--- src/rtl/mem_port_arbiter_pkg.sv ---
// Shared mem_sys input bus types and constants for the memory port arbiter.
// Latency: n/a (types and constants only).
// Backpressure: n/a.
package mem_port_arbiter_pkg;

  localparam int MEM_ADDR_W   = 32;
  localparam int MEM_OFFSET_W = 8;
  localparam int MEM_DATA_W   = 32;

  // Width of the per-grant hold counter; MAX_HOLD must fit below its ceiling.
  localparam int HOLD_CNT_W = 8;

  // Mode 2'b00 means no memory operation: the bus is parked.
  localparam logic [1:0] MEM_MODE_IDLE = 2'b00;

  typedef struct packed {
    logic [1:0]              mode;
    logic [MEM_ADDR_W-1:0]   address;
    logic [MEM_OFFSET_W-1:0] offset;
    logic [MEM_DATA_W-1:0]   data;
  } mem_in_bus_t;

  localparam mem_in_bus_t MEM_IDLE_BUS = '{
    mode:    MEM_MODE_IDLE,
    address: '0,
    offset:  '0,
    data:    '0
  };

  // Next round-robin start point after granting index k (k >= 1);
  // index 0 is never part of the rotation, so the wrap lands on 1.
  function automatic logic [2:0] rr_advance(input logic [2:0] k, input int n_req);
    return (k == 3'(n_req - 1)) ? 3'd1 : k + 3'd1;
  endfunction

endpackage

--- src/rtl/mem_port_arbiter_rr_pick.sv ---
// Winner selection: index 0 strict priority, else round-robin over 1..N_REQ-1.
// Latency: purely combinational.
// Backpressure: none; the caller decides whether the pick is used.
//
// Ports:
//   eligible  requesters allowed to win this cycle
//   rr_ptr    first index (1..N_REQ-1) examined by the rotating scan
//   winner    chosen index, 0 when nothing is eligible
//   valid     a winner exists
module mem_port_arbiter_rr_pick #(
  parameter int N_REQ = 3
) (
  input  logic [N_REQ-1:0] eligible,
  input  logic [2:0]       rr_ptr,
  output logic [2:0]       winner,
  output logic             valid
);

  int idx;

  always_comb begin
    winner = 3'd0;
    valid  = 1'b0;
    idx    = 0;
    if (eligible[0]) begin
      valid = 1'b1;
    end else begin
      // Walk rr_ptr, rr_ptr+1, ... wrapping N_REQ-1 -> 1; the first hit wins.
      for (int k = 0; k < N_REQ - 1; k++) begin
        idx = ((int'(rr_ptr) - 1 + k) % (N_REQ - 1)) + 1;
        if (!valid && eligible[idx]) begin
          valid  = 1'b1;
          winner = 3'(idx);
        end
      end
    end
  end

endmodule

--- src/rtl/mem_port_arbiter.sv ---
// Shares the mem_sys input port between N_REQ requesters with a registered grant.
// Latency: grant 1 cycle after req; handover between owners with zero idle cycles.
// Backpressure: requesters wait on gnt; an owner is never preempted, only timed out.
//
// Ports:
//   clk, reset_n  clock and asynchronous active-low reset
//   req           per-requester request level, held for the whole transaction
//   req_bus       per-requester mem_sys input bus
//   gnt           registered one-hot grant, zero when idle
//   mem_in        bus driven to mem_sys (idle bus when nobody owns the port)
//   owner         index of the current owner, 0 when idle
//   busy          OR of gnt
//   timeout_err   sticky: some owner exceeded MAX_HOLD cycles
module mem_port_arbiter
  import mem_port_arbiter_pkg::*;
#(
  parameter int N_REQ    = 3,
  parameter int MAX_HOLD = 64
) (
  input  logic                    clk,
  input  logic                    reset_n,
  input  logic [N_REQ-1:0]        req,
  input  mem_in_bus_t [N_REQ-1:0] req_bus,
  output logic [N_REQ-1:0]        gnt,
  output mem_in_bus_t             mem_in,
  output logic [2:0]              owner,
  output logic                    busy,
  output logic                    timeout_err
);

  localparam logic [HOLD_CNT_W-1:0] HOLD_LAST = HOLD_CNT_W'(MAX_HOLD - 1);

  // The IDLE / OWNED(i) state is carried entirely by gnt: zero is IDLE,
  // a single set bit i is OWNED(i).
  logic [HOLD_CNT_W-1:0] hold_cnt;
  logic [N_REQ-1:0]      mask;
  logic [2:0]            rr_ptr;

  logic                  own_req;
  logic                  hold_limit;
  logic                  stay;
  logic                  timeout;
  logic [N_REQ-1:0]      eligible;
  logic [N_REQ-1:0]      mask_nx;
  logic [N_REQ-1:0]      gnt_nx;
  logic [2:0]            pick_idx;
  logic                  pick_vld;

  assign busy       = |gnt;
  assign own_req    = |(req & gnt);
  assign hold_limit = (hold_cnt >= HOLD_LAST);
  assign stay       = own_req & ~hold_limit;
  assign timeout    = own_req & hold_limit;

  // A timed-out owner sits out the arbitration on the edge it is revoked,
  // and stays masked until it lets go of req at least once.
  assign eligible = req & ~mask & ~(timeout ? gnt : '0);
  assign mask_nx  = (mask & req) | (timeout ? gnt : '0);

  mem_port_arbiter_rr_pick #(
    .N_REQ (N_REQ)
  ) u_rr_pick (
    .eligible (eligible),
    .rr_ptr   (rr_ptr),
    .winner   (pick_idx),
    .valid    (pick_vld)
  );

  always_comb begin
    gnt_nx = '0;
    for (int i = 0; i < N_REQ; i++) begin
      gnt_nx[i] = pick_vld && (pick_idx == 3'(i));
    end
  end

  always_ff @(posedge clk or negedge reset_n) begin
    if (!reset_n) begin
      gnt         <= '0;
      owner       <= 3'd0;
      hold_cnt    <= '0;
      mask        <= '0;
      rr_ptr      <= 3'd1;
      timeout_err <= 1'b0;
    end else begin
      mask <= mask_nx;
      if (timeout) begin
        timeout_err <= 1'b1;
      end
      if (stay) begin
        if (hold_cnt != '1) begin
          hold_cnt <= hold_cnt + 1'b1;
        end
      end else begin
        // Idle, release or timeout: re-arbitrate on this same edge.
        hold_cnt <= '0;
        gnt      <= gnt_nx;
        owner    <= pick_vld ? pick_idx : 3'd0;
        if (pick_vld && pick_idx != 3'd0) begin
          rr_ptr <= rr_advance(pick_idx, N_REQ);
        end
      end
    end
  end

  // Driven from the registered grant only, so an async reset parks the bus at once.
  always_comb begin
    mem_in = MEM_IDLE_BUS;
    for (int i = 0; i < N_REQ; i++) begin
      if (gnt[i]) begin
        mem_in = req_bus[i];
      end
    end
  end

endmodule

--- config.mk ---
export PLATFORM = sky130hd
export DESIGN_NAME = mem_port_arbiter
export DESIGN_NICKNAME = d
export VERILOG_FILES = /design/src/rtl/mem_port_arbiter_pkg.sv /design/src/rtl/mem_port_arbiter_rr_pick.sv /design/src/rtl/mem_port_arbiter.sv
export SDC_FILE = /design/constraint.sdc
export NUM_CORES = 1
export LEC_CHECK = 0
export ABC_AREA = 1
export CAP_MARGIN = 0
export CORE_AREA = 2 2 120 122
export CTS_CLUSTER_DIAMETER = 40
export DETAILED_ROUTE_END_ITERATION = 8
export DIE_AREA = 0 0 122 124
export HOLD_SLACK_MARGIN = 0.05
export PLACE_DENSITY = 0.67
export SLEW_MARGIN = 0
export SYNTH_ARGS = -nofsm -noshare
export SYNTH_HDL_FRONTEND = slang
export SYNTH_SLANG_ARGS = --single-unit
--- constraint.sdc ---
create_clock -name clk -period 3.8 [get_ports clk]
set_input_delay 1.14 -clock clk [delete_from_list [all_inputs] [get_ports clk]]
set_output_delay 1.14 -clock clk [all_outputs]
set_load 0.02 [all_outputs]
==> metrics list <==
- Initial standard-cell utilization of the core: between 10% and 20%
- Initial DRC Count: 236
* Req. time, crit path: 2.66 ns
* Final GP Congestion: around 0.84
- Total power per unit cell area: 536 nW/um2
* Async set or reset register ratio after synthesis: 100%
- For this run, design rule violations remaining after detail routing come to 0.
- The critical path crosses 4 cells after its start point.
* Register bit count reported by yosys: 21
- Clock skew on the completed layout was measured at about 0.0044 ns.
- Core Box Area: about 14,000 um2
- In this run the vertical extent of the chip is ~120 um.
- Setup slack on the worst reg-to-reg path comes out at 1.47 ns.
- Post-route clock period utilization: 98.4%
- Sequential elements use 22.1% of the synthesized area.
- Across the run, the number of max-cap violations was 0.
- Setup violations, final: 0
- The detail route stage leaves a number of antenna-violating nets equal to 0.
- Final Non-Filler Cells: between 800 and 900
* Cell type group with the largest total delay on the critical path: buffers and inverters
- Worst Setup End Kind: output port
* Via count: 3,770
- The initial antenna violation count was 1.
- Worst slack after detailed placement: approximately 0.056 ns
- In this run the static leakage power is between 2 and 2.5 nW.
* Worst-skew pair later-pin latency: about 0.25 ns
* Max Slew Vio Count: 0
- The worst setup path is of the in -> out kind.
- The die is 122 um wide.
- Based on the critical path, the design can be clocked at up to approximately 270 MHz.
- Post-DP Area: between 5000 and 6000 um2
- Final setup margin: 0.0620 ns
* Setup repair after global routing missed its margin: no
- Most used cell along the critical path: sky130_fd_sc_hd__clkdlybuf4s50_1
- Total wire length: roughly 13 mm
- During I/O placement, the number of pins put on the boundary was 309.
- For this run, the leading register cell type out of synthesis is sky130_fd_sc_hd__dfrtp_1.
- TritonCTS built the clock tree.
- Root Buffer Master: sky130_fd_sc_hd__clkbuf_16
- After synthesis, the cell types taking the most area are sky130_fd_sc_hd__a22oi_1, sky130_fd_sc_hd__dfrtp_1, sky130_fd_sc_hd__o21ai_0.
* Mapped cell area: 2380 um2
- Setup total negative slack: 0 ns
- Ordered cell list for the critical path: clkdlybuf4s50_1 -> a22oi_1 -> o21ai_0 -> clkdlybuf4s50_1
* Top cells by instance count after synthesis: sky130_fd_sc_hd__nand2_1, sky130_fd_sc_hd__o21ai_0, sky130_fd_sc_hd__a22oi_1, sky130_fd_sc_hd__dfrtp_1, sky130_fd_sc_hd__clkbuf_1
* Mapped Avg Cell Area: 6.41 um2
- Counting distinct cell types in the post-synthesis netlist gives 28.
* Relative slew slack: 37.6%
- Using the TritonRoute via totals, the vias-per-cell ratio works out to ~4.5.
* Class of the tightest hold or removal check: reg -> reg
- Total of buffers placed on input and output ports: roughly 310
* Number of synthesis warnings: 0
- For the pin with the worst max-slew slack, the measured transition is roughly 0.93 ns.
* Worst reg2reg path startpoint: gnt[2]
* Share of post-route cells with drive strength above 1: under 10%
* Pin count of the biggest net entering global routing: 79
- Clock Sink Count: 21
- Measured in cells, the most critical reg-to-reg path has a length of 14.
- CP peak stage delay: ~0.66 ns
- Net total in the final layout: 885
- In this run the worst path has a maximum fanout of 1.
* Result of the run: finished, final reports clean
- After clock tree synthesis, the repair step resized 0 gates.
* Drt wl/cell: ~16 um
- Post-placement cell count: around 830
* Clock H-tree levels: 1
* Share of the synthesized area in the top cell type: 23.3%
* Post-route cell area: 5710 um2
- Critical Path Source: req_bus[84]
- The worst-case IR drop observed on VDD is 0.000511 V.
- The number of buffers and inverters on the critical path is 2.
* Detailed placer's ending HPWL: ~11 mm
- Slowest cell on the critical path: sky130_fd_sc_hd__clkdlybuf4s50_1
* Clock transition at the registers of the reported paths: ~0.060 ns
- Global routing used 15.5% of the available tracks across all layers.
* Wire length of the first global-routing pass: between 15 and 20 mm
- Synthesis produced a netlist whose cell count is roughly 370.
- The number of global-route vias before repair came to ~3,500.
* Setup Buffers After CTS: 0
* Capture point of the worst reg-to-reg path: rr_ptr[1]
* Die ar.: roughly 15,000 um2
* Cell type with the highest aggregate area in the netlist: sky130_fd_sc_hd__a22oi_1
- Number of search-and-repair iterations in the first detailed-routing pass: 4
* GRT overflow: 0
* EDFF count, synth: 0
- Following the worst setup path forward leads to its endpoint at mem_in[10].
- Final hold vios: 0
- The longest clock path from root to sink contains 2 buffers.
- Kind of start point of the critical path: input pin
- The initialized floorplan defines 43 standard-cell rows.
* Area growth from synthesis to final layout: 140%
- Total clock buffers created by CTS: 3
* Hold Buf Count CTS: 0
- For the worst setup path, the data arrival time is 2.60 ns.
- Counting I/O delays and the setup requirement, the final critical path takes 3.74 ns.
* Cell with the most instances after synthesis: sky130_fd_sc_hd__nand2_1
-- kinds of logic (layout without fill, tap and decap cells) --
logic type,after synthesis,after routing,synth area share [%]
simple gates,142,142,25.9
other cells,1,4,0.157
compound gates,160,160,42.4
buf+inv,47,330,8.92
flops,21,21,22.1
fa+ha+maj,1,1,0.525
-- cell type report --
type | count | area [um2]
inverter | 12 | 45.0
fill | 1348 | 8010
multi-input combinational | 305 | 1660
clock buffer | 3 | 75.1
sequential | 21 | 532
clock inverter | 1 | 5.00
tap | 180 | 225
timing repair buffer | 314 | 3170
antenna | 2 | 5.00
-- layout by cell type, fill, tap and decap left out, types with 2 or more instances in the layout --
cell                              count
sky130_fd_sc_hd__a21oi_1              2
sky130_fd_sc_hd__a22oi_1             74
sky130_fd_sc_hd__buf_12               3
sky130_fd_sc_hd__buf_4                3
sky130_fd_sc_hd__clkbuf_16            3
sky130_fd_sc_hd__clkdlybuf4s50_1    307
sky130_fd_sc_hd__conb_1               2
sky130_fd_sc_hd__dfrtp_1             18
sky130_fd_sc_hd__diode_2              2
sky130_fd_sc_hd__inv_1               12
sky130_fd_sc_hd__nand2_1            103
sky130_fd_sc_hd__nand2_2              7
sky130_fd_sc_hd__nand3_1              5
sky130_fd_sc_hd__nand3_2              6
sky130_fd_sc_hd__nor2_1              15
sky130_fd_sc_hd__nor3_1               2
sky130_fd_sc_hd__o21ai_0             78
-- where the power goes --
part	switching [mW]	internal, mW
sequential	0.0931	0.270
combinational	1.30	1.18
clock	0.0796	0.141
-- metrics by stage --
stage	hold WS, ns	power (mW)	utilization (%)
floorplan	0.433	1.64	-
detailed placement	0.455	2.85	41.0
CTS	0.462	3.08	41.6
finish	0.457	3.06	41.6
global route	0.490	3.29	41.6
global placement	0.444	2.83	41.0
-- how the worst min path moves through the flow --
stage / startpoint / end / slack, ns / cells after the start
final: hold_cnt[0] / hold_cnt[0] / 0.46 / 1
after global routing: timeout_err / timeout_err / 0.49 / 1
after CTS: hold_cnt[0] / hold_cnt[0] / 0.46 / 1
after global placement: hold_cnt[0] / hold_cnt[0] / 0.44 / 1
after floorplan: hold_cnt[0] / hold_cnt[0] / 0.43 / 1
after detailed placement: hold_cnt[0] / hold_cnt[0] / 0.45 / 1
-- routing by layer --
| layer | global-route usage, % | vias up | routed length, um |
|---|---|---|---|
| li1 | - | 1891 | - |
| met1 | 19.3 | 1703 | 5250 |
| met2 | 27.6 | 157 | 6730 |
| met3 | 2.93 | 19 | 1100 |
| met4 | 3.95 | 0 | 213 |
| met5 | 0 | - | 0 |
-- worst reg2reg max path: stages (launching register included) --
cell and delay [ns]:
sky130_fd_sc_hd__dfrtp_4 0.86, sky130_fd_sc_hd__buf_4 0.33, sky130_fd_sc_hd__nand2_1 0.12, sky130_fd_sc_hd__nand3_4 0.13, sky130_fd_sc_hd__nand3_2 0.10, sky130_fd_sc_hd__nand2_2 0.11, sky130_fd_sc_hd__nand2_2 0.08, sky130_fd_sc_hd__nand3_2 0.08
sky130_fd_sc_hd__nand2_1 0.06, sky130_fd_sc_hd__nand2_2 0.06, sky130_fd_sc_hd__nand2_1 0.05, sky130_fd_sc_hd__nand2_1 0.07, sky130_fd_sc_hd__nand2_1 0.07, sky130_fd_sc_hd__nand2_1 0.07, sky130_fd_sc_hd__nand2_1 0.04
-- sequential cells by signal, summed over array words and instances (netlist names) --
signal and cells:
gnt 3, hold_cnt 8, mask 3, owner 3, rr_ptr 3, timeout_err 1
Note: power is estimated with default switching activity, not from simulation.
